### config.mk
export PLATFORM = sky130hd
export DESIGN_NAME = regfile_onehot_wr
export DESIGN_NICKNAME = d
export VERILOG_FILES = /design/src/rtl/regfile_onehot_wr.sv
export SDC_FILE = /design/constraint.sdc
export NUM_CORES = 1
export LEC_CHECK = 0
export CELL_PAD_IN_SITES_DETAIL_PLACEMENT = 2
export CELL_PAD_IN_SITES_GLOBAL_PLACEMENT = 2
export CORE_MARGIN = 2
export CORE_UTILIZATION = 42
export DETAILED_ROUTE_END_ITERATION = 12
export PLACE_DENSITY_LB_ADDON = 0.3
export SLEW_MARGIN = 20
export SYNTH_ARGS = -nofsm -noshare
export SYNTH_HDL_FRONTEND = slang
export SYNTH_SLANG_ARGS = --single-unit
### constraint.sdc
create_clock -name clk -period 2.9 [get_ports clk]
set_clock_uncertainty 0.1 [all_clocks]
set_input_delay 0.435 -clock clk [delete_from_list [all_inputs] [get_ports clk]]
set_output_delay 0.435 -clock clk [all_outputs]
set_load 0.005 [all_outputs]
### src/rtl/regfile_onehot_wr.sv
// Eight-entry register bank written through a one-hot decoder select, with a registered read port.
// Latency: writes land on the sampling edge; reads return one cycle after rd_en is sampled.
// Backpressure: none; every write and read is accepted, and a multi-hot select sets a sticky error.
module regfile_onehot_wr #(
    parameter int WIDTH  = 8,
    parameter int NREGS  = 8,
    parameter int ADDR_W = 3
) (
    input  logic              clk,
    input  logic              rst_n,
    input  logic [0:NREGS-1]  we_sel,
    input  logic [WIDTH-1:0]  wr_data,
    input  logic              rd_en,
    input  logic [ADDR_W-1:0] rd_addr,
    input  logic              clr_err,
    output logic [WIDTH-1:0]  rd_data,
    output logic              rd_valid,
    output logic              rd_written,
    output logic [NREGS-1:0]  written,
    output logic              sel_err
);

    logic [WIDTH-1:0] regs [NREGS];
    logic             sel_seen;
    logic             multi_hot;
    logic             wr_ok;
    logic [WIDTH-1:0] rd_mux_data;
    logic             rd_mux_written;

    // A second set bit marks the select as multi-hot; exactly one set bit is a valid write.
    always_comb begin
        sel_seen  = 1'b0;
        multi_hot = 1'b0;
        for (int i = 0; i < NREGS; i++) begin
            if (we_sel[i]) begin
                if (sel_seen) begin
                    multi_hot = 1'b1;
                end
                sel_seen = 1'b1;
            end
        end
    end

    assign wr_ok = sel_seen && !multi_hot;

    // Indices with no backing register fall through to the zero defaults.
    always_comb begin
        rd_mux_data    = '0;
        rd_mux_written = 1'b0;
        for (int i = 0; i < NREGS; i++) begin
            if (rd_addr == ADDR_W'(i)) begin
                rd_mux_data    = regs[i];
                rd_mux_written = written[i];
            end
        end
    end

    always_ff @(posedge clk or negedge rst_n) begin
        if (!rst_n) begin
            for (int i = 0; i < NREGS; i++) begin
                regs[i] <= '0;
            end
            written <= '0;
        end else if (wr_ok) begin
            for (int i = 0; i < NREGS; i++) begin
                if (we_sel[i]) begin
                    regs[i]    <= wr_data;
                    written[i] <= 1'b1;
                end
            end
        end
    end

    // A fresh error outranks a clear arriving in the same cycle.
    always_ff @(posedge clk or negedge rst_n) begin
        if (!rst_n) begin
            sel_err <= 1'b0;
        end else if (multi_hot) begin
            sel_err <= 1'b1;
        end else if (clr_err) begin
            sel_err <= 1'b0;
        end
    end

    // The mux sees pre-write contents, giving read-before-write on a same-index collision.
    always_ff @(posedge clk or negedge rst_n) begin
        if (!rst_n) begin
            rd_data    <= '0;
            rd_written <= 1'b0;
            rd_valid   <= 1'b0;
        end else begin
            rd_valid <= rd_en;
            if (rd_en) begin
                rd_data    <= rd_mux_data;
                rd_written <= rd_mux_written;
            end
        end
    end

endmodule
==> impl_results.rst, run 1 <==
.. list-table::
   :header-rows: 1

   * - Metric
     - Value
   * - Result of the run
     - finished, final reports clean
   * - Starting density of the core
     - 43.2%
   * - First-pass GRT wire length
     - 18800 microns
   * - Vias in the first global route
     - 3129
   * - Share of synthesized flip-flops with an asynchronous set or reset
     - 100%
   * - Hold Crit Depth
     - 2
   * - Core region area
     - 8680 sq um
   * - Register area share after synthesis
     - 55.4%
   * - Clock latency at the later pin of the worst-skew pair
     - 0.37 ns
   * - Slew at the pin with the worst max-slew slack
     - 0.908 ns
   * - Number of rows in the core area
     - 34
   * - Number of synthesized flops with an enable pin
     - 0
   * - Post-detailed-route via-to-cell ratio
     - 5.90
   * - Arrival time reported for the critical path endpoint
     - 2.53 ns
   * - Worst path required time
     - 3.07 ns
   * - Total setup violations reported at the end of the flow
     - 0
   * - Endpoint kind of the worst setup timing path
     - flip-flop
   * - Main area contributors after synthesis
     - sky130_fd_sc_hd__dfrtp_1, sky130_fd_sc_hd__mux2_2, sky130_fd_sc_hd__mux2i_1, sky130_fd_sc_hd__o21ai_0, sky130_fd_sc_hd__o221a_2
   * - Average wire length per cell after detail routing
     - between 20 and 30 microns
   * - Tot GR Track Use
     - 26.3%
   * - Average instance area after synthesis
     - roughly 13 sq um
   * - Pwr dens
     - 589 nW/um^2
   * - Max-capacitance violation count
     - 0
   * - Clock tree from TritonCTS
     - done
   * - Grt total ovfl
     - 0
   * - Peak Freq
     - around 420 MHz
   * - Number of design rule violations left after detail routing
     - 0
   * - Initial DRC Count
     - 75
   * - Number of inserted filler cells in the final layout
     - between 800 and 900
   * - Detailed-route wire length
     - approximately 12000 microns
   * - Most numerous cell in the Yosys netlist
     - sky130_fd_sc_hd__dfrtp_1
   * - Length in cells of the worst reg-to-reg path
     - 4
   * - Tot Pwr
     - 0.00273 W
   * - HPWL Detailed
     - 7060 microns
   * - Placed standard-cell area
     - between 4000 and 5000 sq um
   * - RSZ-0062 raised after global routing
     - false
   * - Share of the clock period used by the worst path
     - 81.2%
   * - Horiz. Die Dim
     - 98.4 microns
   * - Worst setup slack after placement
     - 0.235 ns
   * - Post-Synthesis Cells
     - around 290
   * - Clk pin slew, worst setup/hold paths
     - 0.09 ns
   * - Leakage power summed over all cells
     - 2.16 nW
   * - Largest area contributor in the netlist
     - sky130_fd_sc_hd__dfrtp_1
   * - Total inserted antenna cells
     - 0
   * - Number of H-tree levels
     - 3
   * - Clock tree root buffer cell
     - sky130_fd_sc_hd__clkbuf_8
   * - Yosys cell types
     - 33
   * - Portion of synthesized cell area occupied by the leading cell type
     - 55.4%
   * - Smallest setup slack after layout
     - 0.544 ns
   * - Vias after detailed routing
     - 2701
   * - Design Area, Final
     - 4640 sq um
   * - Worst slack on hold paths
     - around 0.41 ns
   * - Fraction of layout cells with a size suffix above 1
     - 33.1%
   * - Cell area after technology mapping
     - 3750 sq um
   * - Detail Route Antenna Nets
     - 0
   * - Final hold violation count
     - 0
   * - Synthesis Warnings
     - 0
   * - Area of the die
     - 9690 sq um
   * - CTS sink cnt
     - between 80 and 90
   * - Startpoint type of the worst setup path
     - input port
   * - Number of buffers created by CTS
     - 9
   * - Antenna violations before repair
     - 0
   * - Biggest fanout along the worst timing path
     - 11
   * - Minimum period implied by the final worst setup slack
     - 2.36 ns
   * - Kind of critical path
     - input port to flip-flop
   * - Number of buffer cells added on primary ports
     - 41
   * - Clock buffer depth
     - 2
   * - Total nets after synthesis
     - 310
   * - Relative slew margins
     - 39.3%
   * - Die height
     - ~98 microns
   * - Largest vdd supply drop
     - 0.256 mV
   * - Most frequent cells after synthesis
     - sky130_fd_sc_hd__dfrtp_1, sky130_fd_sc_hd__mux2_2, sky130_fd_sc_hd__o21ai_0, sky130_fd_sc_hd__mux2i_1, sky130_fd_sc_hd__inv_1
   * - # Post-CTS Setup Buffers
     - 0
   * - Setup_tns
     - 0 ns
   * - Placer Congestion
     - 0.734
   * - Dominant register cell in the synthesized netlist
     - sky130_fd_sc_hd__dfrtp_1
   * - Path class of the lowest-slack min-delay path
     - flip-flop to flip-flop
   * - Number of nets in the finished design
     - 368
   * - Synth-to-Final Area Change
     - 23.8%
   * - Maximum number of pins on one net before global-route repair
     - 49
   * - TritonRoute pass-1 iters
     - 4
   * - Final max-slew violation count
     - 0
   * - Number of placed I/O pins
     - 42
   * - Flop and latch count out of synthesis
     - 83
routing by layer:
layer | up-vias | part of all wire, % | global-route usage (%)
met5 | - | 0 | 0
met4 | 0 | 1.8 | 7.27
met3 | 20 | 3.5 | 4.96
met2 | 65 | 52 | 45.2
met1 | 1444 | 42 | 34.2
li1 | 1172 | - | -
timing repair:
action	4_1_cts	5_1_grt
endpoints found under the hold margin	13	0
resized for setup	0	0
hold buffers	1	0
worst max-delay path, cell delays in order:
cell	delay [ns]
sky130_fd_sc_hd__clkdlybuf4s50_1	0.75
sky130_fd_sc_hd__nand3_1	0.60
sky130_fd_sc_hd__o22ai_1	0.45
sky130_fd_sc_hd__a211oi_1	0.10
sky130_fd_sc_hd__a21oi_1	0.18
kinds of logic after synthesis:
group           after synthesis  synth area share [%]
simple gates                 42                  7.38
buf+inv                      24                  2.51
fa+ha+maj                     1                 0.267
flops                        83                  55.4
mux                          86                  25.3
compound gates               51                  9.08
cell usage in the layout (no fill, tap or decap), types with 2 or more instances in the layout:
cell type                         Yosys  final
sky130_fd_sc_hd__nor3_1               4      4
sky130_fd_sc_hd__clkinvlp_4           0      2
sky130_fd_sc_hd__clkbuf_8             0      9
sky130_fd_sc_hd__nand2_1              4      4
sky130_fd_sc_hd__buf_4                0     17
sky130_fd_sc_hd__o221ai_1             6      6
sky130_fd_sc_hd__a21oi_1              6      6
sky130_fd_sc_hd__o21ai_0             21     21
sky130_fd_sc_hd__nand3_1              5      5
sky130_fd_sc_hd__o22ai_1              7      7
sky130_fd_sc_hd__inv_6                0      2
sky130_fd_sc_hd__nor2_1               2      2
sky130_fd_sc_hd__nand3b_1             5      5
sky130_fd_sc_hd__inv_1               12     12
sky130_fd_sc_hd__a221oi_1             2      2
sky130_fd_sc_hd__nand2b_1             9      9
sky130_fd_sc_hd__o221a_2              6      6
sky130_fd_sc_hd__mux2i_1             16     16
sky130_fd_sc_hd__clkdlybuf4s50_1      0     40
sky130_fd_sc_hd__bufinv_16            0      3
sky130_fd_sc_hd__dfrtp_1             83     83
sky130_fd_sc_hd__mux2_2              70     70
sky130_fd_sc_hd__nand3b_2             2      2
sky130_fd_sc_hd__nor2b_1              3      3
worst paths after layout:
path	startpoint	end	slack, ns
worst max-delay path	rd_addr[1]	rd_data[2]	0.54
worst min-delay path	written[7]	written[7]	0.41
worst max register to register	regs[19]	rd_data[3]	1.45
worst min register to register	written[7]	written[7]	0.41
max in group asynchronous	rst_n	written[3]	1.41
min in group asynchronous	rst_n	regs[1]	0.52
power by group:
| part | leakage, nW | internal (W) | switching, W |
|---|---|---|---|
| Clock | 0.116 | 0.000578 | 0.000474 |
| Combinational | 0.934 | 0.000187 | 0.000172 |
| Sequential | 1.11 | 0.00125 | 0.0000655 |
final cells by class:
type	instances	area (sq um)	area share [%]
sequential	83	2080	44.8
inverter	12	45.0	0.971
clock inverter	7	123	2.64
multi-input combinational	180	1580	34.0
timing repair buffer	59	558	12.0
clock buffer	9	124	2.67
tap	108	135	2.91
stage by stage:
step / utilization [%] / instances
after global routing: 53.4 / 458
after CTS: 53.4 / 458
after global placement: 50.5 / 441
final: 53.4 / 458
after floorplan: - / 287
after detailed placement: 50.5 / 441
registers in the layout, indices dropped and copies added (netlist names):
| signal | flops |
|---|---|
| rd_data | 8 |
| rd_valid | 1 |
| rd_written | 1 |
| regs | 64 |
| sel_err | 1 |
| written | 8 |
(Power assumes the default switching activity.)
==> run 2, diff against run 1 <==
--- a/config.mk
+++ b/config.mk
@@ -8,7 +8,7 @@
 export CELL_PAD_IN_SITES_DETAIL_PLACEMENT = 2
 export CELL_PAD_IN_SITES_GLOBAL_PLACEMENT = 2
 export CORE_MARGIN = 2
-export CORE_UTILIZATION = 42
+export CORE_UTILIZATION = 39
 export DETAILED_ROUTE_END_ITERATION = 12
 export PLACE_DENSITY_LB_ADDON = 0.3
 export SLEW_MARGIN = 20
==> constraint.sdc (replaced) <==
create_clock -name clk -period 2.4 [get_ports clk]
set_clock_uncertainty 0.1 [all_clocks]
set_input_delay 0.36 -clock clk [delete_from_list [all_inputs] [get_ports clk]]
set_output_delay 0.36 -clock clk [all_outputs]
set_load 0.005 [all_outputs]
==> impl_results.rst, run 2 (same netlist as run 1, synthesis figures left out) <==
.. list-table::
   :header-rows: 1

   * - Metric
     - Value
   * - Synth-to-Final Area Change
     - 27.1%
   * - Area of the die
     - 10400 sq um (+7.4%)
   * - Placer Congestion
     - 0.805 (+9.6%)
   * - Most flop-heavy register
     - regs
   * - Setup_tns
     - 0 ns (unchanged)
   * - Final core utilization
     - 51.3% (-2.2 points)
   * - Most common library cell in the layout ignoring fill and taps
     - sky130_fd_sc_hd__dfrtp_1
   * - Clock tree root buffer cell
     - sky130_fd_sc_hd__clkbuf_8
   * - Number of buffer cells added on primary ports
     - 41 (unchanged)
   * - Worst setup slack after placement
     - -0.109 ns (-0.343 ns)
   * - Number of inserted filler cells in the final layout
     - 905 (+7.1%)
   * - Detail Route Antenna Nets
     - 0 (unchanged)
   * - Area occupied by multi-input gates
     - 1580 sq um (+0.40%)
   * - Die height
     - 102 microns (+3.6%)
   * - Core region area
     - 9280 sq um (+7.0%)
   * - Peak Freq
     - 469 MHz
   * - RSZ-0062 raised after global routing
     - false
   * - Vias in the first global route
     - 3249 (+3.8%)
   * - Detailed-route wire length
     - 12000 microns (-0.94%)
   * - HPWL Detailed
     - 8080 microns (+14%)
   * - Smallest setup slack after layout
     - 0.267 ns (-0.278 ns)
   * - Starting density of the core
     - 40.4% (-2.8 points)
   * - Horiz. Die Dim
     - 102 microns (+3.6%)
   * - First-pass GRT wire length
     - 18900 microns (+0.55%)
   * - Arrival time reported for the critical path endpoint
     - 2.27 ns (-0.26 ns)
   * - Final hold violation count
     - 0 (unchanged)
   * - Setup slack of the most critical reg-to-reg path
     - 0.97 ns (-0.48 ns)
   * - Initial DRC Count
     - 89 (+19%)
   * - Leakage power summed over all cells
     - 2.22 nW (+2.8%)
   * - TritonRoute pass-1 iters
     - 4 (unchanged)
   * - Largest vdd supply drop
     - 0.263 mV (+2.7%)
   * - Clock tree from TritonCTS
     - done
   * - Number of nets in the finished design
     - 384 (+4.3%)
   * - Result of the run
     - finished, final reports clean
   * - Vias after detailed routing
     - 2753 (+1.9%)
   * - Tot GR Track Use
     - 25.5% (-0.75 points)
   * - Relative slew margins
     - 61.1% (+22 points)
   * - Number of placed I/O pins
     - 42 (unchanged)
   * - Antenna violations before repair
     - 0 (unchanged)
   * - # Post-CTS Setup Buffers
     - 0 (unchanged)
   * - Clk pin slew, worst setup/hold paths
     - 0.08 ns (about the same)
   * - Minimum period implied by the final worst setup slack
     - 2.13 ns
   * - Path class of the lowest-slack min-delay path
     - flip-flop to flip-flop
   * - Share of the clock period used by the worst path
     - 88.9%
   * - Fraction of layout cells with a size suffix above 1
     - 36.1% (+2.9 points)
   * - Maximum number of pins on one net before global-route repair
     - 43 (-12%)
   * - Number of rows in the core area
     - 35 (+2.9%)
   * - Max-capacitance violation count
     - 0 (unchanged)
   * - Clock buffer depth
     - 2 (unchanged)
   * - Clock latency at the later pin of the worst-skew pair
     - 0.36 ns (about the same)
   * - Highest-count cells in the layout ignoring fill and taps
     - sky130_fd_sc_hd__dfrtp_1, sky130_fd_sc_hd__mux2_2, sky130_fd_sc_hd__clkdlybuf4s50_1
   * - Number of buffers created by CTS
     - 9 (unchanged)
   * - Tot Pwr
     - 0.00316 W (+16%)
   * - Total inserted antenna cells
     - 0 (unchanged)
   * - Average wire length per cell after detail routing
     - 24.2 microns (-8.3%)
   * - CTS sink cnt
     - 83 (unchanged)
   * - Grt total ovfl
     - 0 (unchanged)
   * - Slew at the pin with the worst max-slew slack
     - 0.583 ns (-0.325 ns)
   * - Post-detailed-route via-to-cell ratio
     - 5.56 (-5.7%)
   * - Endpoint kind of the worst setup timing path
     - flip-flop
   * - Pwr dens
     - 664 nW/um^2 (+13%)
   * - Number of H-tree levels
     - 3 (unchanged)
   * - Max reg flops
     - 64 (unchanged)
   * - Area occupied by registers
     - 2080 sq um (unchanged)
   * - Final max-slew violation count
     - 0 (unchanged)
   * - Kind of critical path
     - input port to flip-flop
   * - Startpoint type of the worst setup path
     - input port
   * - Worst path required time
     - 2.54 ns (-0.53 ns)
   * - Biggest fanout along the worst timing path
     - 9 (-2)
   * - Number of design rule violations left after detail routing
     - 0 (unchanged)
   * - Total setup violations reported at the end of the flow
     - 0 (unchanged)
   * - Largest registers
     - regs (64), rd_data (8), written (8)
[run 2: changes by cell type in the layout (fill, tap and decap cells not counted), sizes merged]
| cell | before | now |
|---|---|---|
| buf | 18 | 34 |
| bufinv | 3 | 2 |
| clkbuf | 9 | 10 |
| clkinv | 0 | 1 |
| inv | 14 | 13 |
[run 2: what timing repair did]
action                                  in CTS  in global routing
resized for setup                            0                  1
endpoints found under the setup margin       0                  8
hold buffers                                 1                  0
endpoints found under the hold margin       40                  0
[run 2: report_power, final]
| group | internal (W) | switching [W] | leakage [nW] |
|---|---|---|---|
| Clock | 0.000589 | 0.000537 | 0.103 |
| Combinational | 0.000238 | 0.000209 | 1.01 |
| Sequential | 0.00151 | 0.0000753 | 1.11 |
| Total | 0.00234 | 0.000821 | 2.22 |
[run 2: worst paths after layout]
| check | startpoint | endpoint | depth (start not counted) |
|---|---|---|---|
| max in group asynchronous | rst_n | regs[8] | 3 |
| min in group asynchronous | rst_n | regs[59] | 2 |
| setup / recovery | we_sel[7] | regs[39] | 5 |
| hold / removal | written[7] | written[7] | 2 |
| hold reg to reg | written[7] | written[7] | 2 |
| setup reg to reg | written[1] | rd_written | 4 |
[run 2: worst max-delay path: stages]
cell and delay (ns):
sky130_fd_sc_hd__clkdlybuf4s50_1 0.44, sky130_fd_sc_hd__or4_4 0.58, sky130_fd_sc_hd__nor3_4 0.21, sky130_fd_sc_hd__nand3b_2 0.30, sky130_fd_sc_hd__mux2_2 0.38
[run 2: layer usage]
layer | GRT usage, % | vias to the layer above | routed length, microns
li1 | - | 1206 | -
met1 | 30.2 | 1476 | 4820
met2 | 46.3 | 50 | 6540
met3 | 4.04 | 21 | 337
met4 | 10.2 | 0 | 265
met5 | 0 | - | 0
[run 2: layout make-up]
cell class	instances	area share (%)
clock buffer	10	2.68
tap	129	3.39
clock inverter	6	1.87
timing repair buffer	75	14.2
multi-input combinational	180	33.2
inverter	12	0.946
sequential	83	43.6
[run 2: per-stage QoR]
step                instances  hold slack [ns]  instance area [sq um]
floorplan                 287          -0.0356                   3750
global placement          478            0.284                   4530
detailed placement        478            0.302                   4530
CTS                       495            0.391                   4750
global route              495            0.406                   4760
finish                    495            0.383                   4760
